--- config.mk ---
export PLATFORM = sky130hd
export DESIGN_NAME = pipe_hazard_ctrl_flat
export DESIGN_NICKNAME = d
export VERILOG_FILES = /design/src/rtl/pipe_hazard_ctrl_pkg.sv /design/src/rtl/pipe_hazard_ctrl_if.sv /design/src/rtl/pipe_hazard_ctrl_hazard_detect.sv /design/src/rtl/pipe_hazard_ctrl.sv /design/src/flat_wrapper.sv
export SDC_FILE = /design/constraint.sdc
export NUM_CORES = 1
export LEC_CHECK = 0
export CORE_UTILIZATION = 35
export DETAILED_ROUTE_END_ITERATION = 12
export PLACE_DENSITY = 0.87
export SYNTH_ARGS = -nofsm -noshare
export SYNTH_HDL_FRONTEND = slang
export SYNTH_SLANG_ARGS = --single-unit
--- constraint.sdc ---
create_clock -name clk -period 3.9 [get_ports clk]
set_input_delay 0.78 -clock clk [delete_from_list [all_inputs] [get_ports clk]]
set_output_delay 0.78 -clock clk [all_outputs]
set_load 0.05 [all_outputs]
--- src/rtl/pipe_hazard_ctrl_pkg.sv ---
`default_nettype none
// ============================================================================
// Package  : pipe_ctrl_pkg
// Brief    : Shared types and constants for the 5-stage pipeline sequencer.
// Revision : 1.0 - initial release
// ============================================================================
package pipe_ctrl_pkg;

    typedef enum logic [1:0] {
        RUN    = 2'd0,
        DRAIN  = 2'd1,
        HALTED = 2'd2
    } state_t;

    localparam logic [15:0] NOP_INSTR            = 16'h0800;
    localparam int          DEFAULT_REG_W        = 3;
    localparam int          DEFAULT_DRAIN_CYCLES = 3;
    localparam int          DEFAULT_CNT_W        = 16;

endpackage
`default_nettype wire

--- src/rtl/pipe_hazard_ctrl_if.sv ---
`default_nettype none
// ============================================================================
// Interface : pipe_hazard_ctrl_if
// Brief     : Hazard inputs and stage-register controls between datapath
//             (master) and pipeline sequencer (slave).
// Revision  : 1.0 - initial release
// ============================================================================
interface pipe_hazard_ctrl_if #(
    parameter int REG_W = 3,
    parameter int CNT_W = 16
);
    logic [REG_W-1:0] id_rs;
    logic             id_rs_used;
    logic [REG_W-1:0] id_rt;
    logic             id_rt_used;
    logic             id_halt;
    logic [REG_W-1:0] ex_rd;
    logic             ex_memread;
    logic             ex_br_taken;
    logic             imem_stall;
    logic             dmem_stall;

    logic             pc_en;
    logic             ifid_en;
    logic             ifid_nop;
    logic             ifid_flush;
    logic             idex_en;
    logic             idex_flush;
    logic             exmem_en;
    logic             memwb_en;
    logic             halted;
    logic [CNT_W-1:0] stall_cnt;
    logic [CNT_W-1:0] flush_cnt;

    modport master (
        output id_rs, id_rs_used, id_rt, id_rt_used, id_halt,
               ex_rd, ex_memread, ex_br_taken, imem_stall, dmem_stall,
        input  pc_en, ifid_en, ifid_nop, ifid_flush, idex_en, idex_flush,
               exmem_en, memwb_en, halted, stall_cnt, flush_cnt
    );

    modport slave (
        input  id_rs, id_rs_used, id_rt, id_rt_used, id_halt,
               ex_rd, ex_memread, ex_br_taken, imem_stall, dmem_stall,
        output pc_en, ifid_en, ifid_nop, ifid_flush, idex_en, idex_flush,
               exmem_en, memwb_en, halted, stall_cnt, flush_cnt
    );
endinterface
`default_nettype wire

--- src/rtl/pipe_hazard_ctrl_hazard_detect.sv ---
`default_nettype none
// ============================================================================
// Module   : hazard_detect
// Brief    : Combinational load-use compare of ID sources against EX load dest.
// Revision : 1.0 - initial release
// ============================================================================
module hazard_detect #(
    parameter int REG_W = 3
) (
    input  wire logic [REG_W-1:0] i_id_rs,
    input  wire logic             i_id_rs_used,
    input  wire logic [REG_W-1:0] i_id_rt,
    input  wire logic             i_id_rt_used,
    input  wire logic [REG_W-1:0] i_ex_rd,
    input  wire logic             i_ex_memread,
    output logic                  o_load_use
);
    logic w_rs_hit;
    logic w_rt_hit;

    // Full-width compare; R0 is deliberately treated like any other register.
    assign w_rs_hit   = i_id_rs_used && (i_id_rs == i_ex_rd);
    assign w_rt_hit   = i_id_rt_used && (i_id_rt == i_ex_rd);
    assign o_load_use = i_ex_memread && (w_rs_hit || w_rt_hit);
endmodule
`default_nettype wire

--- src/rtl/pipe_hazard_ctrl.sv ---
`default_nettype none
// ============================================================================
// Module   : pipe_hazard_ctrl
// Brief    : Pipeline sequencer: stalls, bubbles, flushes and HALT drain/freeze.
//            PIPE_CTRL_PERF_EN adds saturating stall/flush counters.
// Revision : 1.0 - initial release
// ============================================================================
module pipe_hazard_ctrl
    import pipe_ctrl_pkg::*;
#(
    parameter int REG_W        = DEFAULT_REG_W,
    parameter int DRAIN_CYCLES = DEFAULT_DRAIN_CYCLES,
    parameter int CNT_W        = DEFAULT_CNT_W
) (
    input  wire logic   clk,
    input  wire logic   rst,
    pipe_hazard_ctrl_if.slave bus
);
    localparam int C_DC_W = $clog2(DRAIN_CYCLES + 1);

    state_t              r_state;
    logic [C_DC_W-1:0]   r_drain_cnt;

    logic w_load_use;
    logic w_halt_req;
    logic w_pc_en, w_ifid_en, w_ifid_nop, w_ifid_flush;
    logic w_idex_en, w_idex_flush, w_exmem_en, w_memwb_en, w_halted;

    hazard_detect #(.REG_W(REG_W)) u_hazard_detect (
        .i_id_rs      (bus.id_rs),
        .i_id_rs_used (bus.id_rs_used),
        .i_id_rt      (bus.id_rt),
        .i_id_rt_used (bus.id_rt_used),
        .i_ex_rd      (bus.ex_rd),
        .i_ex_memread (bus.ex_memread),
        .o_load_use   (w_load_use)
    );

    always_comb begin
        w_pc_en      = 1'b1;
        w_ifid_en    = 1'b1;
        w_ifid_nop   = 1'b0;
        w_ifid_flush = 1'b0;
        w_idex_en    = 1'b1;
        w_idex_flush = 1'b0;
        w_exmem_en   = 1'b1;
        w_memwb_en   = 1'b1;
        w_halted     = 1'b0;
        w_halt_req   = 1'b0;
        if (rst) begin
            w_pc_en      = 1'b0;
            w_ifid_en    = 1'b0;
            w_idex_en    = 1'b0;
            w_exmem_en   = 1'b0;
            w_memwb_en   = 1'b0;
            w_ifid_flush = 1'b1;
            w_idex_flush = 1'b1;
        end else begin
            case (r_state)
                RUN: begin
                    if (bus.dmem_stall) begin
                        // MEM/WB keeps moving so the stalled load leaves a bubble behind it.
                        w_pc_en    = 1'b0;
                        w_ifid_en  = 1'b0;
                        w_idex_en  = 1'b0;
                        w_exmem_en = 1'b0;
                    end else if (bus.ex_br_taken) begin
                        w_ifid_flush = 1'b1;
                        w_idex_flush = 1'b1;
                    end else if (w_load_use) begin
                        w_pc_en      = 1'b0;
                        w_ifid_en    = 1'b0;
                        w_idex_flush = 1'b1;
                    end else if (bus.imem_stall) begin
                        w_pc_en    = 1'b0;
                        w_ifid_nop = 1'b1;
                    end else if (bus.id_halt) begin
                        w_pc_en    = 1'b0;
                        w_ifid_nop = 1'b1;
                        w_halt_req = 1'b1;
                    end
                end
                DRAIN: begin
                    if (bus.dmem_stall) begin
                        w_pc_en    = 1'b0;
                        w_ifid_en  = 1'b0;
                        w_idex_en  = 1'b0;
                        w_exmem_en = 1'b0;
                    end else begin
                        w_pc_en      = 1'b0;
                        w_ifid_nop   = 1'b1;
                        w_idex_flush = 1'b1;
                    end
                end
                HALTED: begin
                    w_pc_en    = 1'b0;
                    w_ifid_en  = 1'b0;
                    w_idex_en  = 1'b0;
                    w_exmem_en = 1'b0;
                    w_memwb_en = 1'b0;
                    w_halted   = 1'b1;
                end
                default: begin
                    w_pc_en    = 1'b0;
                    w_ifid_en  = 1'b0;
                    w_idex_en  = 1'b0;
                    w_exmem_en = 1'b0;
                    w_memwb_en = 1'b0;
                end
            endcase
        end
    end

    always_ff @(posedge clk or posedge rst) begin
        if (rst) begin
            r_state     <= RUN;
            r_drain_cnt <= '0;
        end else begin
            case (r_state)
                RUN: begin
                    if (w_halt_req) begin
                        r_state     <= DRAIN;
                        r_drain_cnt <= C_DC_W'(DRAIN_CYCLES);
                    end
                end
                DRAIN: begin
                    if (!bus.dmem_stall) begin
                        if (r_drain_cnt == C_DC_W'(1)) begin
                            r_state <= HALTED;
                        end
                        r_drain_cnt <= r_drain_cnt - C_DC_W'(1);
                    end
                end
                HALTED: r_state <= HALTED;
                default: begin
                    r_state     <= RUN;
                    r_drain_cnt <= '0;
                end
            endcase
        end
    end

    assign bus.pc_en      = w_pc_en;
    assign bus.ifid_en    = w_ifid_en;
    assign bus.ifid_nop   = w_ifid_nop;
    assign bus.ifid_flush = w_ifid_flush;
    assign bus.idex_en    = w_idex_en;
    assign bus.idex_flush = w_idex_flush;
    assign bus.exmem_en   = w_exmem_en;
    assign bus.memwb_en   = w_memwb_en;
    assign bus.halted     = w_halted;

`ifdef PIPE_CTRL_PERF_EN
    logic [CNT_W-1:0] r_stall_cnt;
    logic [CNT_W-1:0] r_flush_cnt;
    logic             w_stall_inc;
    logic             w_br_flush;

    assign w_stall_inc = ((r_state == RUN) || (r_state == DRAIN)) && !w_pc_en;
    assign w_br_flush  = (r_state == RUN) && !bus.dmem_stall && bus.ex_br_taken;

    always_ff @(posedge clk or posedge rst) begin
        if (rst) begin
            r_stall_cnt <= '0;
            r_flush_cnt <= '0;
        end else begin
            if (w_stall_inc && (r_stall_cnt != '1)) begin
                r_stall_cnt <= r_stall_cnt + CNT_W'(1);
            end
            if (w_br_flush && (r_flush_cnt != '1)) begin
                r_flush_cnt <= r_flush_cnt + CNT_W'(1);
            end
        end
    end

    assign bus.stall_cnt = r_stall_cnt;
    assign bus.flush_cnt = r_flush_cnt;
`else
    assign bus.stall_cnt = {CNT_W{1'b0}};
    assign bus.flush_cnt = {CNT_W{1'b0}};
`endif

endmodule
`default_nettype wire

--- src/flat_wrapper.sv ---
// flat-port wrapper written by rule: the top's interface ports become plain ports
module pipe_hazard_ctrl_flat import pipe_ctrl_pkg::*;
#(
    parameter int REG_W        = DEFAULT_REG_W,
    parameter int DRAIN_CYCLES = DEFAULT_DRAIN_CYCLES,
    parameter int CNT_W        = DEFAULT_CNT_W
)
  (clk, rst, bus_id_rs, bus_id_rs_used, bus_id_rt, bus_id_rt_used, bus_id_halt, bus_ex_rd, bus_ex_memread, bus_ex_br_taken, bus_imem_stall, bus_dmem_stall, bus_pc_en, bus_ifid_en, bus_ifid_nop, bus_ifid_flush, bus_idex_en, bus_idex_flush, bus_exmem_en, bus_memwb_en, bus_halted, bus_stall_cnt, bus_flush_cnt);
  pipe_hazard_ctrl_if #(.REG_W(REG_W), .CNT_W(CNT_W)) bus_i ();
  input  wire logic clk;
  input  wire logic rst;
  input wire logic [$bits(bus_i.id_rs)-1:0] bus_id_rs;
  input wire logic [$bits(bus_i.id_rs_used)-1:0] bus_id_rs_used;
  input wire logic [$bits(bus_i.id_rt)-1:0] bus_id_rt;
  input wire logic [$bits(bus_i.id_rt_used)-1:0] bus_id_rt_used;
  input wire logic [$bits(bus_i.id_halt)-1:0] bus_id_halt;
  input wire logic [$bits(bus_i.ex_rd)-1:0] bus_ex_rd;
  input wire logic [$bits(bus_i.ex_memread)-1:0] bus_ex_memread;
  input wire logic [$bits(bus_i.ex_br_taken)-1:0] bus_ex_br_taken;
  input wire logic [$bits(bus_i.imem_stall)-1:0] bus_imem_stall;
  input wire logic [$bits(bus_i.dmem_stall)-1:0] bus_dmem_stall;
  output wire logic [$bits(bus_i.pc_en)-1:0] bus_pc_en;
  output wire logic [$bits(bus_i.ifid_en)-1:0] bus_ifid_en;
  output wire logic [$bits(bus_i.ifid_nop)-1:0] bus_ifid_nop;
  output wire logic [$bits(bus_i.ifid_flush)-1:0] bus_ifid_flush;
  output wire logic [$bits(bus_i.idex_en)-1:0] bus_idex_en;
  output wire logic [$bits(bus_i.idex_flush)-1:0] bus_idex_flush;
  output wire logic [$bits(bus_i.exmem_en)-1:0] bus_exmem_en;
  output wire logic [$bits(bus_i.memwb_en)-1:0] bus_memwb_en;
  output wire logic [$bits(bus_i.halted)-1:0] bus_halted;
  output wire logic [$bits(bus_i.stall_cnt)-1:0] bus_stall_cnt;
  output wire logic [$bits(bus_i.flush_cnt)-1:0] bus_flush_cnt;
  assign bus_i.id_rs = bus_id_rs;
  assign bus_i.id_rs_used = bus_id_rs_used;
  assign bus_i.id_rt = bus_id_rt;
  assign bus_i.id_rt_used = bus_id_rt_used;
  assign bus_i.id_halt = bus_id_halt;
  assign bus_i.ex_rd = bus_ex_rd;
  assign bus_i.ex_memread = bus_ex_memread;
  assign bus_i.ex_br_taken = bus_ex_br_taken;
  assign bus_i.imem_stall = bus_imem_stall;
  assign bus_i.dmem_stall = bus_dmem_stall;
  assign bus_pc_en = bus_i.pc_en;
  assign bus_ifid_en = bus_i.ifid_en;
  assign bus_ifid_nop = bus_i.ifid_nop;
  assign bus_ifid_flush = bus_i.ifid_flush;
  assign bus_idex_en = bus_i.idex_en;
  assign bus_idex_flush = bus_i.idex_flush;
  assign bus_exmem_en = bus_i.exmem_en;
  assign bus_memwb_en = bus_i.memwb_en;
  assign bus_halted = bus_i.halted;
  assign bus_stall_cnt = bus_i.stall_cnt;
  assign bus_flush_cnt = bus_i.flush_cnt;
  pipe_hazard_ctrl #(.REG_W(REG_W), .DRAIN_CYCLES(DRAIN_CYCLES), .CNT_W(CNT_W)) u_core (.clk(clk), .rst(rst), .bus(bus_i));
endmodule
; ---- Word-level counts from Yosys, hierarchy flattened
; Cells that the tools add are included.
[totals]
regBits = 4
in_bits = 18
output_inout_bits = 41
wordCells = 68
[op_classes]
n_addsub = 1
eq_ne = 8
n_mux = 48
bitwise_logic = 1
reduce_logical = 8
[op_table]
columns = cell, count
row1 = $mux 1, 38
row2 = $pmux 2 s3, 2
row3 = $mux 2, 5
row4 = $eq 3x3->1, 2
row5 = $pmux 1 s2, 3
row6 = $reduce_and 3->1, 2
row7 = $eq 2x1->1 const B, 2
row8 = $ne 2x1->1 const B, 2
row9 = $logic_and 1x1->1, 3
row10 = $eq 2x2->1 const B, 1
row11 = $logic_not 2->1, 1
row12 = $ne 2x2->1 const B, 1
row13 = $reduce_or 2->1, 1
row14 = $sub 2x1->2 const B, 1
row15 = $logic_or 1x1->1, 1
row16 = $not 1->1, 1

; ---- Depth between registers and ports, before layout
; Gate-level depths: netlist (run 1).
[logic_depth]
depth_word = 11
depth_mapped = 7
depth_no_buf = 6

; ---- Modules after synthesis
; From an unflattened synthesis (run 1), not the netlist that was laid out.
[hier_totals]
hier_cells = 95
area_unflattened_um2 = 735.7
[by_module_without_submodules]
columns = mod, instances, cells_each, area_each_um2, seq_area_each_um2
row1 = pipe_hazard_ctrl, 1, 86, 663.1, 100.1
row2 = hazard_detect, 1, 9, 72.6, 0.0

; ---- Worst setup path before layout (run 1)
; OpenSTA, ideal clock, no wires.
[synth_path]
path_type = register to output
start = reg u_core.r_state[0]
end = out bus_ifid_nop
arrival_time_ns = 2.893
required_time_ns = 3.120
path_slack_ns = 0.227
stages_incl_launch_ff = 7
path_buffers = 1
path_cell_list = dfrtp_1 > inv_1 > ha_1 > clkbuf_1 > nor2_1 > nor3_1 > nor2b_1
[synth_via]
elab_chain_len = 3
word_cells_on_any_way = 4
cone_classes = 1 x eq/ne / 2 x mux / 1 x reduce/logical
[synth_rtl]
columns = item, line
row1 = start: declaration, pipe_hazard_ctrl.sv:21  ; state_t r_state;
row2 = start signal: assignment, pipe_hazard_ctrl.sv:116  ; r_state <= RUN;
row3 = start signal: assignment, pipe_hazard_ctrl.sv:122  ; r_state <= DRAIN;
row4 = start signal: assignment, pipe_hazard_ctrl.sv:129  ; r_state <= HALTED;
row5 = $eq 2x1->1 or $logic_not 2->1 (tied branches), pipe_hazard_ctrl.sv:59  ; case (r_state)
row6 = $pmux 1 s2 *, pipe_hazard_ctrl.sv:59
row7 = $mux 1 *, pipe_hazard_ctrl.sv:50  ; if (rst) begin
row8 = end: declaration, flat_wrapper.sv:24  ; output wire logic [$bits(bus_i.ifid_nop)-1:0] bus_ifid_nop;
; Every way passes the cells marked *; elsewhere a longest branch is shown, timed or not.

; ---- Worst setup path after layout (run 1)
[layout_path]
start = in bus_ex_rd[1]
end = out bus_idex_flush
[layout_via]
elab_chain_len = 9
word_cells_on_any_way = 11
cone_classes = 2 x eq/ne / 5 x mux / 4 x reduce/logical
[layout_rtl]
columns = item, line
row1 = start: declaration, flat_wrapper.sv:17  ; input wire logic [$bits(bus_i.ex_rd)-1:0] bus_ex_rd;
row2 = $eq 3x3->1 (on tied branches), "pipe_hazard_ctrl_hazard_detect.sv:22, pipe_hazard_ctrl_hazard_detect.sv:23"
row3 = $logic_and 1x1->1 (on tied branches), "pipe_hazard_ctrl_hazard_detect.sv:22, pipe_hazard_ctrl_hazard_detect.sv:23"
row4 = $logic_or 1x1->1 *, pipe_hazard_ctrl_hazard_detect.sv:24  ; assign o_load_use = i_ex_memread && (w_rs_hit || w_rt_hit);
row5 = $logic_and 1x1->1 *, pipe_hazard_ctrl_hazard_detect.sv:24
row6 = $mux 1 *, pipe_hazard_ctrl.sv:70  ; end else if (w_load_use) begin
row7 = $mux 1 *, pipe_hazard_ctrl.sv:67  ; end else if (bus.ex_br_taken) begin
row8 = $mux 1 *, pipe_hazard_ctrl.sv:61  ; if (bus.dmem_stall) begin
row9 = $pmux 1 s2 *, pipe_hazard_ctrl.sv:59
row10 = $mux 1 *, pipe_hazard_ctrl.sv:50
row11 = end: declaration, flat_wrapper.sv:27  ; output wire logic [$bits(bus_i.idex_flush)-1:0] bus_idex_flush;
; Marks and branches as above.

==> results of run 1 <==
cells in the final DEF (no fill, tap or decap), drive strengths merged:
cell           synthesis  routed
nor3                   3       3
nor2                   6       6
or4b                   1       1
or3b                   1       1
o31a                   1       1
mux2                   1       1
buf                   33       3
o21ai                  3       3
nor2b                  4       4
dfrtp                  4       4
clkbuf                 1       3
conb                   1      32
a31oi                  3       3
inv                    5       5
clkdlybuf4s50          0      24
o22ai                  1       1
a21oi                  6       6
and2b                  1       1
xnor2                  6       6
ha                     4       4
a211o                  1       1
and4                   2       2
nand2                  3       3
nand2b                 2       2
sequential cells by signal, indices dropped and copies added (netlist names):
name / flops
u_core.r_state: 2
u_core.r_drain_cnt: 2
where the power goes:
| part | switching, mW | leakage (nW) | total (mW) | internal (mW) |
|---|---|---|---|---|
| logic | 0.223 | 0.363 | 0.340 | 0.117 |
| registers | 0.0146 | 0.0509 | 0.0741 | 0.0595 |
| clock network | 0.0162 | 0.0138 | 0.0506 | 0.0344 |
worst min path at each step:
stage | startpoint | to | slack, ns
2_1_floorplan | u_core.r_state[0]$_DFFE_PP0P_ | u_core.r_state[0]$_DFFE_PP0P_ | 0.49
3_3_place_gp | u_core.r_state[1]$_DFFE_PP0P_ | u_core.r_state[1]$_DFFE_PP0P_ | 0.52
3_5_place_dp | u_core.r_state[1]$_DFFE_PP0P_ | u_core.r_state[1]$_DFFE_PP0P_ | 0.54
4_1_cts | u_core.r_state[1]$_DFFE_PP0P_ | u_core.r_state[1]$_DFFE_PP0P_ | 0.55
5_1_grt | u_core.r_state[1]$_DFFE_PP0P_ | u_core.r_state[1]$_DFFE_PP0P_ | 0.58
6_report | u_core.r_state[0]$_DFFE_PP0P_ | u_core.r_state[0]$_DFFE_PP0P_ | 0.55
logic make-up after synthesis:
kind of cell | count (synthesis) | share of synthesized area (%)
AO/OA/AOI/OAI | 15 | 13.5
buffers and inverters | 39 | 36.9
flip-flops | 4 | 13.7
multiplexers | 1 | 2.05
other | 1 | 0.511
adder cells (fa/ha/maj) | 4 | 6.83
XOR/XNOR | 6 | 7.17
AND/OR/NAND/NOR | 23 | 19.5
worst register-to-register path: cells and delay by family (launching register included):
family / cells / cell delay, ns
buffers and inverters: 1 / 0.08
AOI/OAI and AO/OA: 1 / 0.22
adders and majority gates: 1 / 0.29
and+or+nand+nor: 2 / 0.26
muxes: 1 / 0.32
DFF: 1 / 0.39
per-layer routing:
| metal | wire length [microns] | up-vias | GRT usage [%] | part of all wire, % |
|---|---|---|---|---|
| li1 | - | 298 | - | - |
| met1 | 485 | 267 | 14.5 | 37 |
| met2 | 754 | 44 | 27.6 | 57 |
| met3 | 82 | 0 | 0 | 6.2 |
| met4 | 0 | 0 | 5.00 | 0 |
| met5 | 0 | - | 0 | 0 |
final cells by class:
type / instances / area share (%)
inverters: 5 / 2.05
repair buffers: 27 / 28.6
flip-flops and latches: 4 / 10.9
clock buffers: 3 / 2.46
well taps: 27 / 3.68
multi-input cells: 81 / 52.3
per-stage QoR:
stage	power [mW]	hold WS (ns)	utilization [%]
global placement	0.402	0.524	45.6
detailed placement	0.415	0.544	45.6
finish	0.465	0.554	46.7
global route	0.504	0.579	46.7
CTS	0.468	0.551	46.7
floorplan	0.357	0.490	-
==> key figures, run 1 <==
Synth
  – Post-Syn Area: between 700 and 800 sq um
  – Most common library cells after synthesis: sky130_fd_sc_hd__buf_4, sky130_fd_sc_hd__a21oi_1, sky130_fd_sc_hd__nor2_1, sky130_fd_sc_hd__xnor2_1, sky130_fd_sc_hd__inv_1
  – Post-synth top flop: sky130_fd_sc_hd__dfrtp_1
  – Average cell area after synthesis: ~8 sq um
  – Area share of the largest cell type after synthesis: 33.8%
  – Cell with the most instances after synthesis: sky130_fd_sc_hd__buf_4
  – Number of instances in the synthesized netlist: 93
  – EDFF count, synth: 0
  – Share of async-settable or async-resettable flops after synthesis: 100%
  – Largest area contributor in the synthesized netlist: sky130_fd_sc_hd__buf_4
  – Yosys warnings: 0
  – Portion of the post-synthesis area used by sequential elements: 13.7%
  – Top post-synthesis cells by area: sky130_fd_sc_hd__buf_4, sky130_fd_sc_hd__dfrtp_1, sky130_fd_sc_hd__xnor2_1
  – Number of register bits inferred by synthesis: 4
  – Library cells used by synthesis: 27

STA
  – Count of endpoints failing hold in the final timing report: 0
  – Maximum achievable frequency: about 280 MHz
  – Unrepaired setup endpoints after global routing: no
  – Final Critical Period: 3.61 ns
  – Final setup violation count: 0
  – Total count of max-transition violations in the final report: 0
  – Min setup slack post-route: approximately 0.29 ns
  – Total negative slack for setup checks: 0 ns
  – Tcrit/Tclk final: between 90% and 100%
  – Worst clock skew: about 0.00040 ns

Drt
  – Number of nets with antenna violations after routing: 0
  – DR vias: 609
  – Post-DR vias/cell: ~4.1
  – First-pass DRT Iterations: 4
  – Total detailed-routing wirelength: roughly 1.3 mm
  – First DRT Iteration DRCs: 10
  – Drc violations: 0
  – Post-DR wirelength/cell: approximately 9 microns

Final layout
  – Cell Count, Final, Fillers Out: ~150
  – Net count of the finished layout: around 140
  – Area added between synthesis and finish: 25.1%
  – Final instance area: 917 sq um
  – Antenna diode count: 0
  – Filler Cells Inserted: 201
  – Fraction of final layout cells sized beyond drive strength 1: 10.0%
  – Total area of multi-input combinational cells: between 400 and 500 sq um
  – Register cell area after layout: between 100 and 150 sq um

Clock network
  – Count of buffers added by post-CTS timing repair for setup: 0
  – CTS tree: yes
  – Root buffer cell: sky130_fd_sc_hd__clkbuf_4
  – Maximum clock insertion buffer count: 2
  – Number of gates resized after cts: 0
  – TritonCTS buffer count: 3
  – Clock sink count: 4
  – Insertion delay to the later sink of the worst-skew pair: 0.23 ns
  – Clock slew at the register clock pins of the worst setup and hold paths: approximately 0.040 ns
  – H-tree depth reported by CTS: 1
  – Hold-fix buffers at CTS: 0

Worst setup path
  – Logic depth of the worst path, buffers included: 7
  – R2r endpoint: u_core.r_state[1]$_DFFE_PP0P_
  – Reg-to-Reg Start: u_core.r_state[1]$_DFFE_PP0P_
  – Worst Path Required: approximately 3.1 ns
  – Sort of element at the start of the critical path: primary input
  – Reg2Reg Setup Slack: ~2.2 ns
  – Launching instance or port of the critical path: bus_ex_rd[1]
  – Cell type of the slowest stage on the worst timing path: sky130_fd_sc_hd__clkdlybuf4s50_1
  – Biggest cell delay along the critical path: 0.70 ns
  – Cell mode on critical path: sky130_fd_sc_hd__clkdlybuf4s50_1
  – End point of the critical path: bus_idex_flush
  – Cell chain of the critical path: clkdlybuf4s50_1, xnor2_1, and4_1, o21ai_4, nand2b_1, a211o_1, clkdlybuf4s50_1
  – Arrival time at the worst endpoint: roughly 2.8 ns
  – Crit path max fanout: 7
  – Crit end category: output port
  – Crit path kind: primary input to output port
  – Buffers plus inverters on the worst setup path: 2
  – Path depth of the worst reg2reg path: 6
  – Family with the most delay on the worst path: buffers and inverters

GRT
  – Number of antenna violations at the first check in global routing: 0
  – Pin count of the biggest net entering global routing: 9
  – GRT Residual Overflow: 0
  – Via count of the first global-routing pass: approximately 590
  – Global-route wire length before repair: about 2.2 mm
  – Global-route usage over all layers: 13.5%

Hold path
  – Hold-critical path depth: 2
  – Path category of the worst min-delay check: register to register

Power
  – Power Density: 507 mW/mm^2
  – Worst IR drop on VDD: roughly 0.0002 V
  – Leakage power of the design: 0.428 nW

Placed design
  – Placement Setup Slack: about 0.28 ns
  – Input/output buffers: 26
  – Detailed placer's ending HPWL: 1.17 mm
  – Post-placement cell count: ~140
  – Final RePlAce weighted congestion: 0.808
  – Post-Place Cell Area: approximately 890 sq um

Die
  – Number of standard-cell rows in the floorplan: 16
  – Placeable core region: 0.00196 sq mm
  – Die area: 0.00228 sq mm
  – Number of top-level design ports: 59
  – Effective utilization at floorplan: between 30% and 40%
  – Die X-Extent: approximately 48 microns
  – DIE HEIGHT: 47.8 microns

Outcome
  – Outcome: complete, no violations

Job
  – Max-cap violations: 0
Power figures use the tool's default switching activity.
==> run 2, diff against run 1 <==
--- a/config.mk
+++ b/config.mk
@@ -8,6 +8,7 @@
 export CORE_UTILIZATION = 35
 export DETAILED_ROUTE_END_ITERATION = 12
 export PLACE_DENSITY = 0.87
+export SLEW_MARGIN = 20
 export SYNTH_ARGS = -nofsm -noshare
 export SYNTH_HDL_FRONTEND = slang
 export SYNTH_SLANG_ARGS = --single-unit
==> constraint.sdc (replaced) <==
create_clock -name clk -period 4.5 [get_ports clk]
set_input_delay 0.9 -clock clk [delete_from_list [all_inputs] [get_ports clk]]
set_output_delay 0.9 -clock clk [all_outputs]
set_load 0.05 [all_outputs]
==> key figures, run 2 (synthesis gave the netlist of run 1 again) <==
Outcome
  – Outcome: complete, no violations

Final layout
  – Largest regs: u_core.r_drain_cnt x2, u_core.r_state x2
  – Total area of multi-input combinational cells: 479 sq um
  – Leading cell type in the layout, fill and taps excluded: sky130_fd_sc_hd__conb_1
  – Leading cell types in the layout, fill and taps excluded: sky130_fd_sc_hd__conb_1, sky130_fd_sc_hd__clkdlybuf4s50_1, sky130_fd_sc_hd__a21oi_1, sky130_fd_sc_hd__xnor2_1, sky130_fd_sc_hd__nor2_1
  – Cell Count, Final, Fillers Out: around 150
  – Filler Cells Inserted: slightly above 200
  – Fraction of final layout cells sized beyond drive strength 1: 7.56%
  – Area added between synthesis and finish: 24.7%
  – Antenna diode count: 0
  – Register cell area after layout: around 100 sq um
  – Fraction of the core area covered by cells at the end of the flow: 46.6%
  – Net count of the finished layout: 143

Die
  – Placeable core region: approximately 0.0020 sq mm
  – Number of standard-cell rows in the floorplan: 16
  – Die X-Extent: between 40 and 50 microns
  – Number of top-level design ports: between 50 and 60
  – Effective utilization at floorplan: roughly 37%
  – DIE HEIGHT: about 48 microns
  – Die area: between 0.002 and 0.0025 sq mm

Clock network
  – Clock slew at the register clock pins of the worst setup and hold paths: approximately 0.040 ns
  – Clock sink count: 4
  – CTS tree: yes
  – Count of buffers added by post-CTS timing repair for setup: 0
  – Hold-fix buffers at CTS: 0
  – TritonCTS buffer count: 3
  – H-tree depth reported by CTS: 1
  – Insertion delay to the later sink of the worst-skew pair: approximately 0.23 ns
  – Maximum clock insertion buffer count: 2
  – Root buffer cell: sky130_fd_sc_hd__clkbuf_4
  – Number of gates resized after cts: 0

GRT
  – GRT Residual Overflow: 0
  – Global-route usage over all layers: a little over an eighth
  – Number of antenna violations at the first check in global routing: 0
  – Pin count of the biggest net entering global routing: 9
  – Via count of the first global-routing pass: ~550
  – Global-route wire length before repair: 2.15 mm

STA
  – Final setup violation count: 0
  – Slew at the pin closest to its max-slew limit: 0.506 ns
  – Min setup slack post-route: ~0.61 ns
  – Worst slew margin: 66.2%
  – Unrepaired setup endpoints after global routing: no
  – Worst clock skew: about 0.0025 ns
  – Total negative slack for setup checks: 0 ns
  – Tcrit/Tclk final: between 80% and 90%
  – Maximum achievable frequency: 257 MHz
  – Total count of max-transition violations in the final report: 0
  – Final Critical Period: a little under 4 ns
  – Count of endpoints failing hold in the final timing report: 0

Power
  – Power Density: between 400 and 500 mW/mm^2
  – Worst IR drop on VDD: 0.000162 V
  – Final Power: about 0.40 mW
  – Leakage power of the design: between 0.4 and 0.5 nW

Placed design
  – Placement Setup Slack: 0.596 ns
  – Input/output buffers: 26
  – Post-placement cell count: ~140
  – Detailed placer's ending HPWL: approximately 1.2 mm
  – Final RePlAce weighted congestion: 0.799

Worst setup path
  – Worst Path Required: approximately 3.6 ns
  – Cell chain of the critical path: clkdlybuf4s50_1, xnor2_1, and4_1, o21ai_4, o21ai_1, nor3_1, clkdlybuf4s50_1
  – Crit path max fanout: 7
  – Cell type of the slowest stage on the worst timing path: sky130_fd_sc_hd__clkdlybuf4s50_1
  – Crit end category: output port
  – Biggest cell delay along the critical path: between 0.8 and 0.9 ns
  – Cell mode on critical path: sky130_fd_sc_hd__clkdlybuf4s50_1
  – Sort of element at the start of the critical path: primary input
  – Crit path kind: primary input to output port
  – Arrival time at the worst endpoint: 2.99 ns

Hold path
  – Path category of the worst min-delay check: register to register

Drt
  – Total detailed-routing wirelength: roughly 1.3 mm
  – Number of nets with antenna violations after routing: 0
  – Post-DR wirelength/cell: 9.07 microns
  – First-pass DRT Iterations: 4
  – First DRT Iteration DRCs: 11
  – Post-DR vias/cell: ~4.2
  – DR vias: between 600 and 700
  – Drc violations: 0

Job
  – Max-cap violations: 0
==> run 2: cell count changes in the layout (fill, tap and decap cells not counted), sizes merged <==
cell and delta:
buf -3, clkdlybuf4s50 +2
==> run 2: routing by layer <==
layer	wire length (microns)	vias to the layer above	GRT usage, %
met5	0	-	0
met2	758	35	25.4
met4	0	0	1.67
met3	79	0	2.26
li1	-	295	-
met1	485	279	15.5
==> run 2: critical path, delay by kind of cell <==
family | cells | cell delay, ns
buffers and inverters | 2 | 1.28
AND/OR/NAND/NOR | 2 | 0.39
AO/OA/AOI/OAI | 2 | 0.28
XOR/XNOR | 1 | 0.14
==> run 2: per-stage QoR <==
stage          hold slack (ns)  instance area [sq um]
4_1_cts                  0.561                    915
3_3_place_gp             0.523                    892
3_5_place_dp             0.542                    892
2_1_floorplan            0.490                    850
6_report                 0.561                    915
5_1_grt                  0.583                    915
==> run 2: layout make-up <==
class	instances	share of cell area, %
inverter	5	2.05
sequential	4	10.9
clock buffer	3	2.46
timing repair buffer	26	28.5
tap	27	3.69
multi-input combinational	81	52.4
==> run 2: final timing paths <==
path,startpoint,to,slack (ns),cells past startpoint
setup / recovery,bus_ex_rd[1],bus_pc_en,0.61,7
hold / removal,u_core.r_state[1]$_DFFE_PP0P_,u_core.r_state[1]$_DFFE_PP0P_,0.56,1
setup reg to reg,u_core.r_state[1]$_DFFE_PP0P_,u_core.r_state[1]$_DFFE_PP0P_,2.79,6
hold reg to reg,u_core.r_state[1]$_DFFE_PP0P_,u_core.r_state[1]$_DFFE_PP0P_,0.56,1
max in group asynchronous,rst,u_core.r_drain_cnt[0]$_DFFE_PP0P_,3.26,2
min in group asynchronous,rst,u_core.r_state[1]$_DFFE_PP0P_,1.07,2
==> run 2: power breakdown <==
group	total (mW)	internal, mW	switching [mW]
combinational	0.294	0.0995	0.194
clock	0.0435	0.0298	0.0137
sequential	0.0645	0.0516	0.0129
total	0.402	0.181	0.221
